[src/rtl/dual_dds_scheduler.sv]
// dual_dds_scheduler
//   Two DDS channels (A, B) time-share one registered waveform ROM with a
//   one-cycle read latency. A fixed three-cycle frame issues the A read, then
//   the B read, then captures B and advances both phase accumulators. A
//   one-entry config buffer holds FTW/clear updates until a frame boundary
//   (CAP_B) or any IDLE cycle.
//
// Ports
//   sys_clk, sys_rst       clock, synchronous active-high reset
//   run                    enables frame sequencing (sampled in IDLE/CAP_B)
//   cfg_valid/cfg_ready    config handshake; cfg_ch selects A(0)/B(1)
//   cfg_ftw, cfg_clr       new tuning word, clear target accumulator
//   rom_en, rom_addr       ROM read strobe and address (address 0 when idle)
//   rom_data               ROM sample, valid the cycle after the read
//   dac_a, dac_b           registered channel samples
//   sample_tick            pulse in the cycle both DACs hold the new frame
//
// state   | meaning
// --------+---------------------------------------------------------------
// IDLE    | not sequencing; DACs and accumulators hold, config applies here
// ISSUE_A | read ROM at channel A phase
// ISSUE_B | read ROM at channel B phase, capture A sample
// CAP_B   | capture B sample, advance accumulators, apply pending config
module dual_dds_scheduler #(
  parameter int ADDR_W = 10,
  parameter int DATA_W = 4,
  parameter int ACC_W  = 16
) (
  input  logic              sys_clk,
  input  logic              sys_rst,
  input  logic              run,
  input  logic              cfg_valid,
  output logic              cfg_ready,
  input  logic              cfg_ch,
  input  logic [ACC_W-1:0]  cfg_ftw,
  input  logic              cfg_clr,
  output logic              rom_en,
  output logic [ADDR_W-1:0] rom_addr,
  input  logic [DATA_W-1:0] rom_data,
  output logic [DATA_W-1:0] dac_a,
  output logic [DATA_W-1:0] dac_b,
  output logic              sample_tick
);

  typedef enum logic [1:0] {
    IDLE    = 2'd0,
    ISSUE_A = 2'd1,
    ISSUE_B = 2'd2,
    CAP_B   = 2'd3
  } state_t;

  state_t state, state_nxt;

  logic [ACC_W-1:0] acc_a, acc_b;
  logic [ACC_W-1:0] ftw_a, ftw_b;

  logic             pend_valid;
  logic             pend_ch;
  logic [ACC_W-1:0] pend_ftw;
  logic             pend_clr;

  logic cfg_accept;
  logic cfg_apply;

  // State register
  always_ff @(posedge sys_clk) begin
    if (sys_rst) state <= IDLE;
    else         state <= state_nxt;
  end

  // Next-state logic; run is only looked at on frame boundaries
  always_comb begin
    state_nxt = state;
    case (state)
      IDLE:    if (run) state_nxt = ISSUE_A;
      ISSUE_A: state_nxt = ISSUE_B;
      ISSUE_B: state_nxt = CAP_B;
      CAP_B:   state_nxt = run ? ISSUE_A : IDLE;
      default: state_nxt = IDLE;
    endcase
  end

  // ROM request outputs
  always_comb begin
    rom_en   = 1'b0;
    rom_addr = '0;
    case (state)
      ISSUE_A: begin
        rom_en   = 1'b1;
        rom_addr = acc_a[ACC_W-1 -: ADDR_W];
      end
      ISSUE_B: begin
        rom_en   = 1'b1;
        rom_addr = acc_b[ACC_W-1 -: ADDR_W];
      end
      default: ;
    endcase
  end

  // Ready is held low during reset so nothing is accepted into a buffer
  // that is about to be cleared.
  assign cfg_ready  = ~pend_valid & ~sys_rst;
  assign cfg_accept = cfg_valid & cfg_ready;
  assign cfg_apply  = pend_valid & ((state == IDLE) | (state == CAP_B));

  always_ff @(posedge sys_clk) begin
    if (sys_rst) begin
      pend_valid <= 1'b0;
      pend_ch    <= 1'b0;
      pend_ftw   <= '0;
      pend_clr   <= 1'b0;
    end else if (cfg_accept) begin
      pend_valid <= 1'b1;
      pend_ch    <= cfg_ch;
      pend_ftw   <= cfg_ftw;
      pend_clr   <= cfg_clr;
    end else if (cfg_apply) begin
      pend_valid <= 1'b0;
    end
  end

  // Accumulators advance with the FTW in force during the frame; a clear
  // from the applied config wins over that frame's increment.
  always_ff @(posedge sys_clk) begin
    if (sys_rst) begin
      acc_a <= '0;
      acc_b <= '0;
      ftw_a <= '0;
      ftw_b <= '0;
    end else begin
      if (state == CAP_B) begin
        acc_a <= acc_a + ftw_a;
        acc_b <= acc_b + ftw_b;
      end
      if (cfg_apply) begin
        if (!pend_ch) begin
          ftw_a <= pend_ftw;
          if (pend_clr) acc_a <= '0;
        end else begin
          ftw_b <= pend_ftw;
          if (pend_clr) acc_b <= '0;
        end
      end
    end
  end

  // Sample capture: ROM data in ISSUE_B belongs to the A read, in CAP_B to B
  always_ff @(posedge sys_clk) begin
    if (sys_rst) begin
      dac_a       <= '0;
      dac_b       <= '0;
      sample_tick <= 1'b0;
    end else begin
      if (state == ISSUE_B) dac_a <= rom_data;
      if (state == CAP_B)   dac_b <= rom_data;
      sample_tick <= (state == CAP_B);
    end
  end

endmodule

[config.mk]
export PLATFORM = sky130hd
export DESIGN_NAME = dual_dds_scheduler
export DESIGN_NICKNAME = d
export VERILOG_FILES = /design/src/rtl/dual_dds_scheduler.sv
export SDC_FILE = /design/constraint.sdc
export NUM_CORES = 1
export LEC_CHECK = 0
export CORE_AREA = 2 2 96 98
export CTS_BUF_LIST = sky130_fd_sc_hd__clkbuf_4 sky130_fd_sc_hd__clkbuf_8
export DETAILED_ROUTE_END_ITERATION = 16
export DIE_AREA = 0 0 98 100
export PLACE_DENSITY = 0.8
export SYNTH_ARGS = -nofsm -noshare
export SYNTH_HDL_FRONTEND = slang
export SYNTH_SLANG_ARGS = --single-unit
export TNS_END_PERCENT = 30
[constraint.sdc]
create_clock -name sys_clk -period 2.94 [get_ports sys_clk]
set_clock_uncertainty 0.2 [all_clocks]
set_input_delay 0.294 -clock sys_clk [delete_from_list [all_inputs] [get_ports sys_clk]]
set_output_delay 0.294 -clock sys_clk [all_outputs]
set_load 0.05 [all_outputs]
After elaboration in Yosys (flattened, before gate mapping). Cells that the tools add are included.

$add $sub $neg: 2. Reductions and logical operators: 5. Eq/ne operators: 4. Muxes and demuxes: 15. Bitwise operators: 7.

Operators with widths (count): 2-to-1 mux 16 bit (8); adder 16 bit (2); case mux 10 bit (2 select lines) (1); case mux 2 bit (4 select lines) (1); equality test 2 bit, second input constant (2); 2-to-1 mux 1 bit (4); AND reduction 2 bit (2); AND 1 bit (3); NOT 1 bit (3); equality test 2 x 1 -> 1 bit, second input constant (1); logical NOT 2 bit (1); 2-to-1 mux 2 bit (1); != test 2 bit, second input constant (1); nonzero test 2 bit (1); OR reduction 2 bit (1); bitwise OR 1 bit (1).

Input bits: 26. Bits in registers: 94.

Logic depth before layout (Yosys ltp). Gate-level depths: netlist of the first run.

Depth after elaboration: 5. Gate-level depth with buffers: 9.

Least setup slack after synthesis of the first run. OpenSTA, ideal clock, no wires.

Kind: reg2out. Start: register state[0]. End: output port rom_addr[0]. Arrival: 2102 ps. Data required time: 2446 ps. Setup slack: 344 ps. Stages on the path, launching flop included: 5. Cell sequence: dfxtp_1 > inv_1 > ha_1 > clkbuf_1 > nor2b_1.

Word-level cells in the longest chain between the ends: 2. Elaborated cells between the ends (all ways): 3. Those cells by class: 2 x eq/ne; 1 x mux.

RTL lines: start, declared (RTL line 52) `state_t state, state_nxt;`; start signal, assigned (RTL line 68) `else state <= state_nxt;`; equality test 2 bit / equality test 2 x 1 -> 1 bit (equally long branches) (RTL line 87) `case (state)`; case mux 10 bit (2 select lines) (*) (RTL line 87); end, declared (RTL line 38) `output logic [ADDR_W-1:0] rom_addr,`.

Mark *: on every way between the ends. The rest lies on a longest branch, timed or not.

Worst setup path after layout of the first run.
Start: register state[1]. End: output port rom_en.

Word-level cells in the longest chain between the ends: 3. Elaborated cells between the ends (all ways): 4. Those cells by class: 2 x eq/ne; 1 x mux; 1 x reduce/logical.

RTL lines: equality test 2 bit / equality test 2 x 1 -> 1 bit (equally long branches) (RTL line 87); OR reduction 2 bit (no source line) (*); 2-to-1 mux 1 bit (*) (RTL line 87); end, declared (RTL line 37) `output logic rom_en,`.

Marks and branches as above.

==> results.sh, run 1 <==
export IMPL_synth_distinct_cells=58
export IMPL_cts_buffer_depth=2
export IMPL_num_rows=35
export IMPL_whs_endpoint="sample_tick"
export IMPL_endpoint_kind="output pin"
export IMPL_grt_total_usage_pct=25.55
export IMPL_dpl_worst_slack_ns=0.4654
export IMPL_clk_latency_ns=0.37
export IMPL_synth_xor_area_share_pct=2.714
export IMPL_ys_top_cells_by_area="dfxtp_1 (36%), ha_1 (8.5%), nand2_1 (8.2%), a21oi_1 (5.9%), mux2i_1 (4.8%)"
export IMPL_hold_start="sys_rst"
export IMPL_root_buffer="clkbuf_8"
export IMPL_period_minus_slack_ns=2.759
export IMPL_reg2regPathDepth=8
export IMPL_synthTopCellsByCount="nand2_1 (113), dfxtp_1 (94), a21oi_1 (61)"
export IMPL_relSlewSlack_pct=53.90
export IMPL_post_drt_wl_per_cell_um=15.77
export IMPL_synth_fa_ha_area_share_pct=9.256
export IMPL_gp_congestion=0.9275
export IMPL_fillers=724
export IMPL_hold_viol=0
export IMPL_ys_seq_area_share_pct=36.44
export IMPL_grt_first_pass_wirelength_mm=20.31
export IMPL_cts_tree="done"
export IMPL_overflow=0
export IMPL_cts_reportedPaths_clkPinSlew_ns=0.10
export IMPL_vias_per_cell=5.833
export IMPL_startpoint_type="register"
export IMPL_synth_seq_cells=94
export IMPL_routed_wirelength_mm=12.26
export IMPL_holdPathStages=2
export IMPL_rr_startpoint="acc_b[0]"
export IMPL_dr_wl_met3_um=823
export IMPL_num_vias=4532
export IMPL_vdd_ir_drop_worst_v=0.0003987
export IMPL_dpl_instance_area_um2=5683
export IMPL_tns_ns=0
export IMPL_design_portCount=47
export IMPL_p_leak_nw=2.216
export IMPL_holdWs_ns=0.1789
export IMPL_numPortBuffers=46
export IMPL_r2r_setup_slack_ns=0.45
export IMPL_rsz0062_at_grt="false"
export IMPL_period_share_pct=93.85
export IMPL_status="finished clean"
export IMPL_die_x_um=98
export IMPL_min_path_type="primary input to register"
export IMPL_post_synth_top_count_cell="nand2_1"
export IMPL_arrival_ns=2.27
export IMPL_finalSetupViolCount=0
export IMPL_coreArea_um2=8890
export IMPL_met1Wirelength_mm=5.482
export IMPL_met2_length_mm=5.690
export IMPL_synth_enable_flop_cells=0
export IMPL_max_freq_ghz=0.3624
export IMPL_htreeDepth=3
export IMPL_n_antenna_cell=0
export IMPL_numCtsBuffers=9
export IMPL_dp_hpwl_mm=9.103
export IMPL_setup_slack_ns=0.1808
export IMPL_tightest_slew_ns=0.6915
export IMPL_cp_max_fo=16
export IMPL_regArea_um2=1882
export IMPL_timing_rr_end="acc_b[14]"
export IMPL_multi_input_area_um2=3092
export IMPL_drive_above_1_share_pct=8.108
export IMPL_worstSetupPathType="register to output pin"
export IMPL_routed_top_layer="met4"
export IMPL_dieArea_um2=9800
export IMPL_synth_compound_area_share_pct=18.12
export IMPL_synth_flop_cell="dfxtp_1"
export IMPL_grt_max_degree=59
export IMPL_antenna_found_initial=0
export IMPL_ant_nets=0
export IMPL_cellPowerDensity_nw_per_um2=553.4
export IMPL_ys_async_sr_fraction_pct=0
export IMPL_cts_setup_buffers=0
export IMPL_fin_nets=724
export IMPL_avgSynthCellArea_um2=8.209
export IMPL_synth_nets=692
export IMPL_cts_repair_resize_count=0
export IMPL_fin_area_um2=5908
export IMPL_drcViolationCount=0
export IMPL_grt_pass1_vias=4236
export IMPL_die_y_um=100
export IMPL_synth_top_family_by_area="simple AND/OR/NAND/NOR gates"
export IMPL_fin_util_pct=66.46
export IMPL_cts_sinks=94
export IMPL_yosys_warnings=0
export IMPL_syn_to_final_growth_pct=14.42
export IMPL_first_pass_iters=5
export IMPL_drt_iter0_drc=279
export IMPL_final_max_slew_violation_count=0
export IMPL_synthCells=629
export IMPL_yosysTopAreaCell="dfxtp_1"
export IMPL_syn_area_um2=5164
export IMPL_synth_mux_area_share_pct=6.227
export IMPL_cp_data_required_time_ns=2.45
export IMPL_synth_top_area_share_pct=36.44
export IMPL_synthSimpleGateAreaFrac_pct=23.50
export IMPL_max_cap_viol_count=0
export IMPL_initial_core_util_pct=58.09
export IMPL_ctsHoldBuffers=0
## cells in the final DEF (no fill, tap or decap), types with 4 or more instances in the layout
| cell | n |
|---|---|
| a21o_1 | 5 |
| nor3_1 | 5 |
| nand3b_1 | 14 |
| a22oi_1 | 10 |
| o21ai_1 | 12 |
| nor4_1 | 4 |
| ha_1 | 34 |
| dfxtp_1 | 94 |
| nand2_1 | 113 |
| clkdlybuf4s50_1 | 35 |
| nand2b_1 | 23 |
| xnor2_1 | 11 |
| nand3_1 | 20 |
| xor2_1 | 5 |
| mux2i_1 | 25 |
| nor2_1 | 38 |
| a211oi_1 | 6 |
| nor2b_1 | 10 |
| o21ai_0 | 28 |
| buf_4 | 19 |
| clkbuf_8 | 9 |
| a21oi_1 | 61 |
| inv_1 | 14 |
| nand4_1 | 4 |
## area by class of cell
cell class	count	share of cell area, %
Timing Repair Buffer	56	8.767
Inverter	14	0.8895
Clock buffer	10	2.224
Sequential cell	94	31.85
Clock inverter	6	1.588
Multi-Input combinational cell	486	52.33
Tap cell	111	2.351
## kinds of logic after synthesis
group | after synthesis
simple gates | 251
buf+inv | 49
compound gates | 151
xor+xnor | 16
mux | 31
fa+ha+maj | 37
flops | 94
## worst max-delay path, cell delays in order (launching register included)
cell             delay [ns]
dfxtp_1                0.42
inv_1                  0.11
ha_1                   0.30
buf_4                  0.20
clkdlybuf4s50_1        0.87
## routing by layer
| metal | GRT usage (%) | vias to the layer above |
|---|---|---|
| met5 | 0 | - |
| met4 | 9.188 | 0 |
| met3 | 5.432 | 21 |
| met2 | 41.36 | 162 |
| met1 | 33.98 | 2082 |
| li1 | - | 2267 |
## power breakdown
part	switching [mW]	internal, mW
Clock	0.475	0.496
Combinational	0.533	0.327
Sequential	0.0795	1.36
Total	1.09	2.18
## flip-flops by register name (all words and copies together), names as in the netlist
register,flops
acc_a,16
state,2
acc_b,16
ftw_a,16
sample_tick,1
pend_clr,1
pend_valid,1
pend_ftw,16
ftw_b,16
dac_b,4
dac_a,4
pend_ch,1
## per-stage QoR
| stage | instances | power (mW) |
|---|---|---|
| after global routing | 777 | 3.414 |
| final | 777 | 3.270 |
| after global placement | 761 | 2.284 |
| after CTS | 777 | 3.275 |
| after floorplan | 629 | 2.049 |
| after detailed placement | 761 | 2.316 |
## worst max-delay path by stage
| stage | startpoint | end | slack [ns] | cells after the start |
|---|---|---|---|---|
| 6_report | state[1] | rom_en | 0.18 | 4 |
| 5_1_grt | state[0] | rom_en | 0.08 | 4 |
| 4_1_cts | state[1] | rom_en | 0.18 | 4 |
| 3_5_place_dp | acc_b[0] | acc_b[14] | 0.47 | 8 |
| 3_3_place_gp | acc_b[0] | acc_b[14] | 0.57 | 8 |
| 2_1_floorplan | state[0] | rom_addr[0] | 0.34 | 4 |
Power figures use the tool's default switching activity.
==> run 2: changes to the inputs <==
- SLEW_MARGIN: unset -> 10
==> results of run 2 <==
The final DEF is identical to that of run 1; final timing and power are the same.
==> run 3: changes to the inputs <==
- HOLD_SLACK_MARGIN: unset -> 0.06
==> results of run 3 <==
The final DEF is identical to that of run 1; final timing and power are the same.
